==> src/rtl/rv_ctrl_pkg.sv <==
// Shared encodings for the multicycle RV32I control path: FSM states, opcodes,
// ALU/mux select codes and the packed control word.
package rv_ctrl_pkg;

    typedef enum logic [3:0] {
        FETCH    = 4'd0,
        DECODE   = 4'd1,
        MEMADR   = 4'd2,
        MEMREAD  = 4'd3,
        MEMWB    = 4'd4,
        MEMWRITE = 4'd5,
        EXECR    = 4'd6,
        EXECI    = 4'd7,
        ALUWB    = 4'd8,
        BEQ      = 4'd9,
        JAL      = 4'd10,
        TRAP     = 4'd11
    } state_t;

    localparam logic [6:0] OP_LOAD   = 7'b0000011;
    localparam logic [6:0] OP_STORE  = 7'b0100011;
    localparam logic [6:0] OP_RTYPE  = 7'b0110011;
    localparam logic [6:0] OP_ITYPE  = 7'b0010011;
    localparam logic [6:0] OP_BRANCH = 7'b1100011;
    localparam logic [6:0] OP_JAL    = 7'b1101111;

    localparam logic [1:0] ALU_OP_ADD   = 2'b00;
    localparam logic [1:0] ALU_OP_SUB   = 2'b01;
    localparam logic [1:0] ALU_OP_FUNCT = 2'b10;

    localparam logic [1:0] SRC_A_PC    = 2'b00;
    localparam logic [1:0] SRC_A_OLDPC = 2'b01;
    localparam logic [1:0] SRC_A_RS1   = 2'b10;

    localparam logic [1:0] SRC_B_RS2  = 2'b00;
    localparam logic [1:0] SRC_B_IMM  = 2'b01;
    localparam logic [1:0] SRC_B_FOUR = 2'b10;

    localparam logic [1:0] RESULT_ALUOUT = 2'b00;
    localparam logic [1:0] RESULT_MEM    = 2'b01;
    localparam logic [1:0] RESULT_ALU    = 2'b10;

    typedef struct packed {
        logic       mem_req;
        logic       mem_write;
        logic       adr_src;
        logic       ir_write;
        logic       pc_write;
        logic       reg_write;
        logic [1:0] alu_src_a;
        logic [1:0] alu_src_b;
        logic [1:0] alu_op;
        logic [1:0] result_src;
        logic       instr_retired;
`ifdef ILLEGAL_TRAP_EN
        logic       illegal_instr;
`endif
    } ctrl_t;

    function automatic logic is_known_op(input logic [6:0] op);
        return (op == OP_LOAD) || (op == OP_STORE) || (op == OP_RTYPE) ||
               (op == OP_ITYPE) || (op == OP_BRANCH) || (op == OP_JAL);
    endfunction

    function automatic logic is_mem_state(input state_t s);
        return (s == FETCH) || (s == MEMREAD) || (s == MEMWRITE);
    endfunction

endpackage

==> src/rtl/mc_ctrl_outdec.sv <==
// Combinational state -> control-word decode for the multicycle controller.
// Build option ILLEGAL_TRAP_EN: adds the TRAP illegal_instr flag.
module mc_ctrl_outdec
    import rv_ctrl_pkg::*;
(
    input  state_t     state,
    input  logic       zero,
    input  logic       mem_ready,
`ifndef ILLEGAL_TRAP_EN
    input  logic       illegal_op,
`endif
    output ctrl_t      ctrl
);

    always_comb begin
        ctrl = '0;
        case (state)
            FETCH: begin
                ctrl.mem_req    = 1'b1;
                ctrl.alu_src_a  = SRC_A_PC;
                ctrl.alu_src_b  = SRC_B_FOUR;
                ctrl.alu_op     = ALU_OP_ADD;
                ctrl.result_src = RESULT_ALU;
                ctrl.ir_write   = mem_ready;
                ctrl.pc_write   = mem_ready;
            end
            DECODE: begin
                // ALU precomputes the branch target while the opcode is decoded
                ctrl.alu_src_a = SRC_A_OLDPC;
                ctrl.alu_src_b = SRC_B_IMM;
                ctrl.alu_op    = ALU_OP_ADD;
`ifndef ILLEGAL_TRAP_EN
                ctrl.instr_retired = illegal_op;
`endif
            end
            MEMADR: begin
                ctrl.alu_src_a = SRC_A_RS1;
                ctrl.alu_src_b = SRC_B_IMM;
                ctrl.alu_op    = ALU_OP_ADD;
            end
            MEMREAD: begin
                ctrl.mem_req    = 1'b1;
                ctrl.adr_src    = 1'b1;
                ctrl.result_src = RESULT_ALUOUT;
            end
            MEMWB: begin
                ctrl.result_src    = RESULT_MEM;
                ctrl.reg_write     = 1'b1;
                ctrl.instr_retired = 1'b1;
            end
            MEMWRITE: begin
                ctrl.mem_req       = 1'b1;
                ctrl.mem_write     = 1'b1;
                ctrl.adr_src       = 1'b1;
                ctrl.result_src    = RESULT_ALUOUT;
                ctrl.instr_retired = mem_ready;
            end
            EXECR: begin
                ctrl.alu_src_a = SRC_A_RS1;
                ctrl.alu_src_b = SRC_B_RS2;
                ctrl.alu_op    = ALU_OP_FUNCT;
            end
            EXECI: begin
                ctrl.alu_src_a = SRC_A_RS1;
                ctrl.alu_src_b = SRC_B_IMM;
                ctrl.alu_op    = ALU_OP_FUNCT;
            end
            ALUWB: begin
                ctrl.result_src    = RESULT_ALUOUT;
                ctrl.reg_write     = 1'b1;
                ctrl.instr_retired = 1'b1;
            end
            BEQ: begin
                ctrl.alu_src_a     = SRC_A_RS1;
                ctrl.alu_src_b     = SRC_B_RS2;
                ctrl.alu_op        = ALU_OP_SUB;
                ctrl.result_src    = RESULT_ALUOUT;
                ctrl.pc_write      = zero;
                ctrl.instr_retired = 1'b1;
            end
            JAL: begin
                ctrl.alu_src_a  = SRC_A_OLDPC;
                ctrl.alu_src_b  = SRC_B_FOUR;
                ctrl.alu_op     = ALU_OP_ADD;
                ctrl.result_src = RESULT_ALUOUT;
                ctrl.pc_write   = 1'b1;
            end
`ifdef ILLEGAL_TRAP_EN
            TRAP: ctrl.illegal_instr = 1'b1;
`endif
            default: ctrl = '0;
        endcase
    end

endmodule

==> src/rtl/multicycle_ctrl.sv <==
// Main control FSM of the multicycle RV32I core with memory wait watchdog.
// Build option ILLEGAL_TRAP_EN: unknown opcodes park in TRAP and raise illegal_instr.
module multicycle_ctrl
    import rv_ctrl_pkg::*;
#(
    parameter int WAIT_MAX = 15,
    parameter int CNT_W    = 4
) (
    input  logic       clk,
    input  logic       rst_n,
    input  logic [6:0] opcode,
    input  logic       zero,
    input  logic       mem_ready,
    output logic       mem_req,
    output logic       mem_write,
    output logic       adr_src,
    output logic       ir_write,
    output logic       pc_write,
    output logic       reg_write,
    output logic [1:0] alu_src_a,
    output logic [1:0] alu_src_b,
    output logic [1:0] alu_op,
    output logic [1:0] result_src,
    output logic       instr_retired,
    output logic       mem_timeout,
`ifdef ILLEGAL_TRAP_EN
    output logic       illegal_instr,
`endif
    output logic [3:0] state_dbg
);

    localparam logic [CNT_W-1:0] CNT_MAX = CNT_W'(WAIT_MAX);

    state_t           state_q, state_d;
    logic             run_q;
    logic [CNT_W-1:0] cnt_q, cnt_d;
    logic             timeout_q;
    logic             mem_entry;
    ctrl_t            ctrl_raw, ctrl;

    always_ff @(posedge clk or negedge rst_n) begin
        if (!rst_n) begin
            state_q <= FETCH;
            run_q   <= 1'b0;
        end else begin
            state_q <= state_d;
            run_q   <= 1'b1;
        end
    end

    always_comb begin
        state_d = state_q;
        if (run_q) begin
            case (state_q)
                FETCH:    if (mem_ready) state_d = DECODE;
                DECODE: begin
                    case (opcode)
                        OP_LOAD, OP_STORE: state_d = MEMADR;
                        OP_RTYPE:          state_d = EXECR;
                        OP_ITYPE:          state_d = EXECI;
                        OP_BRANCH:         state_d = BEQ;
                        OP_JAL:            state_d = JAL;
`ifdef ILLEGAL_TRAP_EN
                        default:           state_d = TRAP;
`else
                        default:           state_d = FETCH;
`endif
                    endcase
                end
                MEMADR:   state_d = (opcode == OP_LOAD) ? MEMREAD : MEMWRITE;
                MEMREAD:  if (mem_ready) state_d = MEMWB;
                MEMWB:    state_d = FETCH;
                MEMWRITE: if (mem_ready) state_d = FETCH;
                EXECR:    state_d = ALUWB;
                EXECI:    state_d = ALUWB;
                ALUWB:    state_d = FETCH;
                BEQ:      state_d = FETCH;
                JAL:      state_d = ALUWB;
                TRAP:     state_d = TRAP;
                default:  state_d = FETCH;
            endcase
        end
    end

    mc_ctrl_outdec u_outdec (
        .state      (state_q),
        .zero       (zero),
        .mem_ready  (mem_ready),
`ifndef ILLEGAL_TRAP_EN
        .illegal_op (!is_known_op(opcode)),
`endif
        .ctrl       (ctrl_raw)
    );

    // Nothing but the debug state leaves the block until the first post-reset edge
    always_comb begin
        ctrl = '0;
        if (run_q) ctrl = ctrl_raw;
    end

    assign mem_req       = ctrl.mem_req;
    assign mem_write     = ctrl.mem_write;
    assign adr_src       = ctrl.adr_src;
    assign ir_write      = ctrl.ir_write;
    assign pc_write      = ctrl.pc_write;
    assign reg_write     = ctrl.reg_write;
    assign alu_src_a     = ctrl.alu_src_a;
    assign alu_src_b     = ctrl.alu_src_b;
    assign alu_op        = ctrl.alu_op;
    assign result_src    = ctrl.result_src;
    assign instr_retired = ctrl.instr_retired;
`ifdef ILLEGAL_TRAP_EN
    assign illegal_instr = ctrl.illegal_instr;
`endif
    assign mem_timeout   = run_q & timeout_q;
    assign state_dbg     = state_q;

    assign mem_entry = run_q && (state_d != state_q) && is_mem_state(state_d);

    always_comb begin
        cnt_d = cnt_q;
        if (mem_entry || mem_ready)
            cnt_d = '0;
        else if (ctrl.mem_req && (cnt_q != CNT_MAX))
            cnt_d = cnt_q + 1'b1;
    end

    // Watchdog only flags; the FSM keeps waiting on the access
    always_ff @(posedge clk or negedge rst_n) begin
        if (!rst_n) begin
            cnt_q     <= '0;
            timeout_q <= 1'b0;
        end else begin
            cnt_q <= cnt_d;
            if ((WAIT_MAX != 0) && (cnt_d == CNT_MAX))
                timeout_q <= 1'b1;
        end
    end

endmodule

==> config.mk <==
export PLATFORM = sky130hd
export DESIGN_NAME = multicycle_ctrl
export DESIGN_NICKNAME = d
export VERILOG_FILES = /design/src/rtl/rv_ctrl_pkg.sv /design/src/rtl/mc_ctrl_outdec.sv /design/src/rtl/multicycle_ctrl.sv
export SDC_FILE = /design/constraint.sdc
export NUM_CORES = 1
export LEC_CHECK = 0
export CAP_MARGIN = 20
export CORE_MARGIN = 4
export CORE_UTILIZATION = 35
export CTS_CLUSTER_DIAMETER = 100
export DETAILED_ROUTE_END_ITERATION = 12
export GPL_ROUTABILITY_DRIVEN = 1
export SLEW_MARGIN = 20
export SYNTH_ARGS = -nofsm -noshare
export SYNTH_HDL_FRONTEND = slang
export SYNTH_HIERARCHICAL = 1
export SYNTH_SLANG_ARGS = --single-unit
==> constraint.sdc <==
create_clock -name clk -period 2.1 [get_ports clk]
set_input_delay 0.42 -clock clk [delete_from_list [all_inputs] [get_ports clk]]
set_output_delay 0.42 -clock clk [all_outputs]
set_load 0.005 [all_outputs]
# Word level (Yosys, flattened, before mapping)
# Index checks and enable logic that the tools add are counted.
# totals
ff_bits	10
inputBits	11
output_inout_bits	20
latchBits	0
n_memories	0
ram_bits	0
romBits	0
word_cells	67
# classes
magnitude_cmp	0
n_mul	0
n_addsub	1
n_shift	0
div	0
mux	19
bitwise	1
n_reduce_logical	20
eq_ne	22
# ops
cell	n
one-hot mux 6 bit (7 select lines)	1
one-hot mux 4 bit (7 select lines)	1
2-to-1 mux 4 bit	6
equality test 4 x 3 -> 1 bit, second input constant	5
equality test 4 bit, second input constant	5
one-hot mux 4 bit (5 select lines)	1
2-to-1 mux 15 bit	1
equality test 7 x 6 -> 1 bit, second input constant	2
equality test 7 bit, second input constant	2
equality test 4 x 2 -> 1 bit, second input constant	3
OR reduction 3 bit	3
logical NOT 4 bit	2
logical OR 1 bit	8
equality test 7 x 2 -> 1 bit, second input constant	1
equality test 7 x 5 -> 1 bit, second input constant	1
one-hot mux 1 bit (3 select lines)	2
OR reduction 2 bit	3
2-to-1 mux 1 bit	5
adder 4 x 1 -> 4 bit, second input constant	1
equality test 4 x 1 -> 1 bit, second input constant	1
!= test 4 bit	1
!= test 4 bit, second input constant	1
one-hot mux 2 bit (2 select lines)	1
logical AND 1 bit	3
3 further kinds	3

# Longest topological paths before layout
# Gate-level depths: netlist of the first run.
# logic_depth
ltp_word	13
ltp_mapped	10
depth_no_buf	9

# Modules after synthesis
# Netlist of the first run, hierarchy kept.
# modules_own_cells
module	area_per_inst_um2	cells_per_inst	n_inst	seq_area_each_um2
multicycle_ctrl	1039.7	122	1	250.2
mc_ctrl_outdec	264.0	39	1	0.0

# Worst setup path before layout of the first run
# No wires, ideal clock.
# synth_timing
path_type	register -> register
start	reg state_q[0] (netlist: state_dbg[0])
end	reg timeout_q
required_ns	1.973
path_stages_with_launch	8
synth_period_minus_slack_ns	2.168
arrival_ns	2.041
setup_time_ns	0.127
slack_ns	-0.068
n_path_buf	0
cell_sequence	dfrtp_1 or4b_4 nor2_2 a22oi_2 a211oi_4 mux2i_1 o31ai_4 o21bai_2
# synth_between
elab_chain_cells	11
word_cells_on_any_way	31
cone_classes	12 x eq/ne; 9 x mux; 10 x reduce/logical
# synth_rtl
item	line	text
from (decl)	multicycle_ctrl.sv:34	state_t state_q, state_d;
from (signal assigned)	multicycle_ctrl.sv:46	state_q <= state_d;
equality test 4 x 3 -> 1 bit or equality test 4 bit (tied branches)	multicycle_ctrl.sv:54	case (state_q)
OR reduction 3 bit (no line)	--	
one-hot mux 4 bit (7 select lines) (*)	multicycle_ctrl.sv:54	
2-to-1 mux 4 bit (*)	multicycle_ctrl.sv:53	if (run_q) begin
net state_d[1]	multicycle_ctrl.sv:34	
equality test 4 x 2 -> 1 bit or logical NOT 4 bit (tied branches)	rv_ctrl_pkg.sv:66	return (s == FETCH) || (s == MEMREAD) || (s == MEMWRITE);
logical OR 1 bit (2 in series)	rv_ctrl_pkg.sv:66	
logical AND 1 bit (*)	multicycle_ctrl.sv:118	assign mem_entry = run_q && (state_d != state_q) && is_mem_state(state_d);
logical OR 1 bit (*)	multicycle_ctrl.sv:122	if (mem_entry || mem_ready)
2-to-1 mux 4 bit (*)	multicycle_ctrl.sv:122	
equality test 4 bit (*)	multicycle_ctrl.sv:135	if ((WAIT_MAX != 0) && (cnt_d == CNT_MAX))
to (signal assigned)	multicycle_ctrl.sv:132	timeout_q <= 1'b0;
to (signal assigned)	multicycle_ctrl.sv:136	timeout_q <= 1'b1;
to (decl)	multicycle_ctrl.sv:37	logic timeout_q;
# The timed path passes the listed nets; every way through them passes the cells marked *.
# A chain may end at the register's enable or synchronous reset.

# Worst setup path after layout of the first run
# layout_timing
start	reg state_q[3] (netlist: state_dbg[3])
end	reg cnt_q[0]
# layout_between
elab_chain_cells	10
word_cells_on_any_way	30
cone_classes	11 x eq/ne; 9 x mux; 10 x reduce/logical
# layout_rtl
item	line	text
equality test 4 x 3 -> 1 bit or equality test 4 bit (tied branches)	multicycle_ctrl.sv:54	
OR reduction 3 bit (no line)	--	
one-hot mux 4 bit (7 select lines) (*)	multicycle_ctrl.sv:54	
2-to-1 mux 4 bit (*)	multicycle_ctrl.sv:53	
net state_d[1]	multicycle_ctrl.sv:34	
equality test 4 x 2 -> 1 bit or logical NOT 4 bit (tied branches)	rv_ctrl_pkg.sv:66	
logical OR 1 bit (2 in series)	rv_ctrl_pkg.sv:66	
logical AND 1 bit (*)	multicycle_ctrl.sv:118	
logical OR 1 bit (*)	multicycle_ctrl.sv:122	
2-to-1 mux 4 bit (*)	multicycle_ctrl.sv:122	
net cnt_d[0]	multicycle_ctrl.sv:36	logic [CNT_W-1:0] cnt_q, cnt_d;
to (signal assigned)	multicycle_ctrl.sv:134	cnt_q <= cnt_d;
to (decl)	multicycle_ctrl.sv:36	
# Marks and branches as above.

==> results.toml, run 1 <==
[outcome]
outcome = "finished with violations"
violations = "negative setup slack"

[global_routing]
track_usage_pct = 15.8
grt_overflow = 0
grt_pass1_wl_mm = 6.44
antenna_found_initial = 0
grt_pass1_vias = 1409
grt_max_degree = 17

[placed_design]
place_ws_ps = -712
dpl_cell_area_um2 = 1880
io_buffers = 30
place_hpwl_mm = 2.82
gp_congestion = 0.795

[drt]
num_vias = 1457
first_pass_iters = 4
ant_nets = 0
viasPerCell = 5.20
dr.first_iter.drc_count = 58
wl_per_cell_um = 13.5
drc = 0
totalWireLength_mm = 3.77

[hold_path]
hp-class = "flip-flop to flip-flop"
min_delay_path_depth = 1

[floorplan]
pin_count = 31
initial_core_util_pct = 37.6
design.die.area_um2 = 4770
coreArea_um2 = 3470
die_h_um = 69.0
die_w_um = 69.0
row_count = 21

[finish]
final_nets = 248
layout_common_cells = "42 x buf_4, 16 x and2_1, 12 x nand2_1, 10 x clkdlybuf4s50_1, 10 x buf_6"
antenna_cells = 0
final_layout_size_suffix_gt1_share_pct = 44.9
area_growth_pct = 60.8
final_common_cell = "buf_4"
final_area_um2 = 2100

[timing]
period_minus_slack_ps = 2330
slew_headroom_pct = 65.9
rsz0062_at_grt = "yes"
hold_violations = 0
tns_ps = -1310
whs_ps = 481
fin_skew_ps = 1.28
setup_viol = 8
fin_ws_ps = -233
fin_crit_sh_pct = 111
tightest_slew_ps = 505
fmax_mhz = 429
slew_viol_final = 0

[power]
power_mw = 0.902
peakVddDrop_v = 0.000596
powerDensity_nw_per_um2 = 430
leakage_nw = 0.950

[critical_path]
cp.required_ps = 2200
worstPathCellList = "buf_6, or4b_4, nor2_4, a22oi_2, a211oi_4, mux2i_2, o31ai_4, nor3_2"
crit_type = "flip-flop to flip-flop"
start_kind = "flip-flop"
slowest_stage = "or4b_4"
reg2reg_depth = 8
critPathArrivalTime_ps = 2430
crit_fanout = 5
slowest_delay_ps = 550
cp-end-kind = "flip-flop"

[clock_network]
clk_latency_ps = 230
cts_max_path_buffers = 2
hold_buffers = 0
clockRootBuffer = "clkbuf_8"
cts_tree = "yes"
cts_htree_levels = 1
cts_sinks = 10
cts-buffers-inserted = 3
clk_pin_slew_ps = 40

[synth]
synth_warnings = 6
synth-seq-cells = 10
synth-edff-count = 0
yosysSeqAreaShare_pct = 19.2
syn_avg_cell_area_um2 = 8.10
synth_nets = 173
netlist_area_um2 = 1300
synth.distinct_cells = 62
synth-async-reset-ratio_pct = 100
synthFlopType = "dfrtp_1"
syn_inst = 161

[job]
cap_violations = 0
==> report_power, final <==
group	switching (mW)	internal, mW
registers	0.0203	0.209
clock network	0.0660	0.125
logic	0.220	0.261
total	0.307	0.595
==> cells in the mapped netlist, types with 2 or more instances <==
library cell	count	area, um2
buf_4	3	22.5
a31oi_1	3	18.8
nand2b_1	4	25.0
nor3_1	10	50.1
and2b_2	3	26.3
clkbuf_1	2	7.51
nand2_1	12	45.0
xor2_1	3	26.3
buf_6	4	45.0
o21ai_0	6	30.0
nor3b_2	2	25.0
nor2_1	9	33.8
xnor2_1	4	35.0
a21boi_0	2	15.0
nand4b_1	2	17.5
a21oi_1	9	45.0
dfrtp_1	10	250
o21bai_1	2	15.0
inv_1	5	18.8
nand3_1	5	25.0
and2_1	16	100
mux2i_1	2	20.0
clkbuf_8	2	27.5
nand4_1	3	18.8
==> sequential cells by signal (all words and copies together) (netlist names) <==
register / cells
timeout_q: 1
cnt_q: 4
state_dbg: 4
run_q: 1
==> metal layers <==
| layer | GRT usage (%) | share of wire [%] | vias to the layer above | routed length [um] |
|---|---|---|---|---|
| li1 | - | - | 734 | - |
| met2 | 28.6 | 52 | 43 | 1960 |
| met3 | 2.62 | 5.1 | 2 | 194 |
| met1 | 19.7 | 42 | 678 | 1600 |
| met5 | 0 | 0 | - | 0 |
| met4 | 2.60 | 0.37 | 0 | 14 |
==> final timing paths <==
check	startpoint	endpoint	slack, ps
hold reg to reg	timeout_q	timeout_q	480
max in group asynchronous	rst_n	state_dbg[2]	1240
setup reg to reg	state_dbg[3]	cnt_q[0]	-230
hold / removal	timeout_q	timeout_q	480
setup / recovery	state_dbg[3]	cnt_q[0]	-230
min in group asynchronous	rst_n	cnt_q[2]	510
==> cells by family after synthesis <==
| family | Yosys count | share of synthesized area, % |
|---|---|---|
| compound gates | 39 | 23.3 |
| buf+inv | 18 | 9.98 |
| flops | 10 | 19.2 |
| other cells | 1 | 0.288 |
| fa+ha+maj | 1 | 0.960 |
| xor+xnor | 7 | 4.70 |
| mux | 2 | 1.54 |
| simple gates | 83 | 40.0 |
==> through the flow <==
stage / instances / util [%]
floorplan: 161 / -
global placement: 266 / 54.2
detailed placement: 266 / 54.2
CTS: 274 / 57.3
global route: 280 / 60.5
finish: 280 / 60.5
==> timing repair <==
| action | CTS | global route |
|---|---|---|
| gates resized for setup | 35 | 46 |
| pin swaps | 6 | 20 |
| setup endpoints to repair | 21 | 17 |
| buffers inserted | 5 | 6 |
==> cell type report <==
class	count	area [um2]
tap	46	57.6
timing repair buffer	82	703
clock buffer	3	41.3
fill	321	1370
multi-input combinational	133	1010
inverter	6	25.0
sequential	10	255
==> worst max-delay path, delay by kind of cell (launching register included) <==
family / cells / cell delay (ps)
DFF: 1 / 420
AOI/OAI and AO/OA: 3 / 780
buffers and inverters: 1 / 130
and+or+nand+nor: 3 / 750
muxes: 1 / 130
(Power assumes the default switching activity.)
==> run 2: changes to the inputs <==
Settings changed: HOLD_SLACK_MARGIN from default to 0.03, SYNTH_HIERARCHICAL 1 to default.
==> results.toml, run 2 <==
[synth]
synth-edff-count = 0
yosys.area_share.simple_pct = 39.3
synth-seq-cells = 10
netlist_area_um2 = 1180
syn_inst = 154
synthMuxAreaShare_pct = 0.845
synth_xor_xnor_area_share_pct = 3.70
synth.distinct_cells = 51
synthFlopType = "dfrtp_1"
synth_nets = 166
synth_compound_area_share_pct = 28.4
synth.area.top_cells = "dfrtp_1 21%, nor3_1 5.1%, nand2_1 5.1%"
synth_top_cell_area_share_pct = 21.1
synth-async-reset-ratio_pct = 100
yosysSeqAreaShare_pct = 21.1
synth_warnings = 0
synth_fa_ha_area_share_pct = 1.06
syn_avg_cell_area_um2 = 7.69
synth_top_family_by_area = "simple AND/OR/NAND/NOR gates"
synth_common_cells = "16 x nand2_1, 16 x nor2_1, 12 x nor3_1"
synth_area_leader_cell = "dfrtp_1"

[drt]
first_pass_iters = 4
viasPerCell = 5.31
drc = 0
dr.first_iter.drc_count = 124
ant_nets = 0
wl_per_cell_um = 14.7
num_vias = 1461
totalWireLength_mm = 4.05

[timing]
setup_viol = 9
fin_ws_ps = -368
period_minus_slack_ps = 2470
slew_viol_final = 0
whs_ps = 464
fin_skew_ps = 2.99
fmax_mhz = 405
hold_violations = 0
rsz0062_at_grt = "yes"
fin_crit_sh_pct = 118

[placed_design]
dpl_cell_area_um2 = 1790
place_hpwl_mm = 2.81
gp_congestion = 0.816
io_buffers = 30
dp_cells = 258

[clock_network]
cts-buffers-inserted = 3
clk_pin_slew_ps = 60
cts_htree_levels = 1
clockRootBuffer = "clkbuf_4"
clk_latency_ps = 250
cts_max_path_buffers = 2
cts_sinks = 10
cts_tree = "yes"

[finish]
final_layout_size_suffix_gt1_share_pct = 39.4
final_common_cell = "buf_4"
final_core_util_pct = 64.5
layout_common_cells = "46 x buf_4, 15 x nor2_1, 15 x nand2_1, 12 x dlygate4sd2_1, 11 x clkdlybuf4s50_1"
final_area_um2 = 2030
antenna_cells = 0
final_nets = 245
area_growth_pct = 71.7
fin_cells = 275

[power]
leakage_nw = 0.930
powerDensity_nw_per_um2 = 371
peakVddDrop_v = 0.000404
power_mw = 0.755

[global_routing]
grt_overflow = 0
grt_pass1_vias = 1397
grt_pass1_wl_mm = 6.63
track_usage_pct = 19.1
grt_max_degree = 20
antenna_found_initial = 0

[critical_path]
worstPathCellList = "clkdlybuf4s50_1, nor3_1, nand2_1, a211oi_2, o22ai_2, buf_4, or4bb_4, a31oi_4, o31ai_1"
cp_top_family = "simple AND/OR/NAND/NOR gates"
crit_type = "input port to flip-flop"
slowest_stage = "or4bb_4"
critPathBufInv = 2
crit_fanout = 5
cp.required_ps = 2240
slowest_delay_ps = 520
ff2ff_setup_slack_ps = -350
start_kind = "input port"
cp-end-kind = "flip-flop"
critPathArrivalTime_ps = 2600

[job]
cap_violations = 0

[floorplan]
design.die.area_um2 = 4380
coreArea_um2 = 3150
initial_core_util_pct = 37.6
die_w_um = 66.2
die_h_um = 66.2
pin_count = 31
row_count = 20

[outcome]
outcome = "finished with violations"
violations = "negative setup slack"

[hold_path]
hp-class = "flip-flop to flip-flop"
## run 2: final cells by class
class                      count  area [um2]
multi-input combinational    130         986
fill                         291        1120
tap                           44        55.1
sequential                    10         251
inverter                       4        15.0
timing repair buffer          84         704
clock buffer                   3        22.5
## run 2: final timing paths
check | startpoint | end | depth (start not counted)
max | opcode[5] | timeout_q | 9
min | timeout_q | timeout_q | 2
max reg2reg | state_dbg[3] | timeout_q | 10
min reg2reg | timeout_q | timeout_q | 2
max in group asynchronous | rst_n | run_q | 1
min in group asynchronous | rst_n | cnt_q[2] | 1
## run 2: per-stage QoR
stage / setup TNS (ps) / setup WS [ps]
final: -2360 / -368
after global routing: -3220 / -448
after CTS: -2410 / -320
after detailed placement: -4300 / -631
after global placement: -4110 / -630
after floorplan: -1140 / -271
## run 2: worst min-delay path, cell delays in order, from the launching register on
cell and delay, ps:
dfrtp_1 330, inv_1 50, o31ai_1 60
## run 2: kinds of logic (layout without fill, tap and decap cells)
| kind of cell | after synthesis | after routing |
|---|---|---|
| adder cells (fa/ha/maj) | 1 | 1 |
| AO/OA/AOI/OAI | 40 | 40 |
| buffers and inverters | 14 | 91 |
| flip-flops | 10 | 10 |
| AND/OR/NAND/NOR | 82 | 82 |
| XOR/XNOR | 5 | 5 |
| other | 1 | 1 |
| multiplexers | 1 | 1 |
## run 2: layer usage
| metal | GRT usage (%) | share of wire, % |
|---|---|---|
| met5 | 0 | 0 |
| met4 | 1.27 | 0.94 |
| met3 | 3.57 | 5.3 |
| met2 | 32.8 | 49 |
| met1 | 25.9 | 45 |
## run 2: power breakdown
group          total [mW]  switching (mW)  internal, mW
registers           0.219          0.0145         0.205
logic               0.414           0.191         0.223
clock network       0.121          0.0554        0.0656
## run 2: repair_timing
item / 4_1_cts / 5_1_grt
setup endpoints to repair: 21 / 19
hold buffers: 0 / 0
resized for setup: 51 / 13
setup buffers: 11 / 2
cloned: 1 / 0
pin swaps: 9 / 3
==> RTL edit, RTL diff (flow settings as in run 2) <==
Build with the macro `ILLEGAL_TRAP_EN` defined.
--- a/src/rtl/rv_ctrl_pkg.sv
+++ b/src/rtl/rv_ctrl_pkg.sv
@@ -1,5 +1,7 @@
 // Shared encodings for the multicycle RV32I control path: FSM states, opcodes,
 // ALU/mux select codes and the packed control word.
+`define ILLEGAL_TRAP_EN
+
 package rv_ctrl_pkg;
 
     typedef enum logic [3:0] {
Check against the original RTL (old outputs only; new: illegal_instr): not equivalent (Yosys sat finds a counterexample within 4 cycles, from zero or initial values and one cycle with rst_n low).
==> RTL edit against run 2 <==
The run still ends with setup timing left. Utilization up 13 points. Wire length grew 34%. Final area increased by 18%. Sequential cell count stayed put. Via count grew 15%. Worst setup slack lost 4.4 ps. Area after synthesis is 4.5% lower. Highest routed layer unchanged. Fmax decreased by 0.18%. Global-route usage increased by 1.3 points. Critical path depth unchanged. Largest cell class unchanged.
Power is left out: it rests on default switching activity, and per cell area and clock period it moved more than threefold.
==> RTL edit: results <==
metrics = {
    "routing": {
        "route.vias.total": 1683,
        "wl_met1_mm": 2.01,
        "wl_per_cell_um": 18.7,
        "wirelength_mm": 5.42,
        "wl_met3_um": 265,
    },
    "final_layout": {
        "clk_share_pct": 1.51,
        "non_clock_buffer_count": 105,
        "seqCellArea_um2": 250,
        "multi_input_cells": 120,
        "fin_nets": 259,
        "inv_count": 7,
        "buf_share_pct": 39.7,
        "syn_to_final_growth_pct": 112,
    },
    "critical_path": {
        "worstReg2RegStart": "state_dbg[1]",
        "crit_start": "opcode[0]",
        "critPathSlowestCell": "clkdlybuf4s50_1",
        "endpoint": "cnt_q[0]",
        "slowest_delay_ps": 550,
        "worst_r2r_path_depth": 8,
        "cp_data_arrival_time_ps": 2640,
    },
    "global_route": {
        "grt_max_degree": 19,
        "grt_pass1_vias": 1509,
        "grt_pass1_wl_mm": 6.84,
        "grt_util_all_layers_pct": 20.5,
    },
    "yosys": {
        "ys_top_cells_by_area": "dfrtp_1, nor2_1, nor3_1",
        "ys_seq_area_share_pct": 22.1,
        "syn_area_per_cell_um2": 7.69,
    },
    "place": {
        "io_buffer_count": 31,
        "dp_cells": 248,
        "preCtsSetupSlack_ps": -605,
        "dpl_cell_area_um2": 1730,
        "place.gp.congestion": 0.879,
    },
    "outcome": {
        "status": "finished, violations left",
        "violations": "setup timing",
    },
    "sta": {
        "setup_viol": 11,
        "setup_ws_ps": -372,
        "final.setup_skew_ps": 3.51,
    },
    "hold_path": {
        "hold_path.class": "in -> async",
    },
}
RTL edit: cells by family after synthesis:
logic type | share of synthesized area [%]
AOI/OAI and AO/OA | 29.3
muxes | 0.885
buffers and inverters | 6.19
and+or+nand+nor | 36.9
xor gates and xnor gates | 3.10
adders and majority gates | 1.11
DFF | 22.1
other | 0.332
RTL edit: metal layers:
metal / vias to the layer above / global-route usage (%)
li1: 751 / -
met1: 810 / 23.7
met2: 93 / 39.1
met3: 29 / 1.56
met4: 0 / 6.60
met5: - / 0
RTL edit: metrics by stage:
| stage | hold slack, ps | TNS [ps] |
|---|---|---|
| after floorplan | 124 | -1170 |
| after global placement | 489 | -4110 |
| after detailed placement | 489 | -4760 |
| after CTS | 458 | -2190 |
| after global routing | 475 | -4020 |
| final | 457 | -2580 |
RTL edit: repair_timing:
item	4_1_cts	5_1_grt
setup endpoints to repair	21	21
resized for setup	93	52
cloned	0	1
hold endpoints to repair	0	0
buffers inserted	15	22
pin swaps	13	18
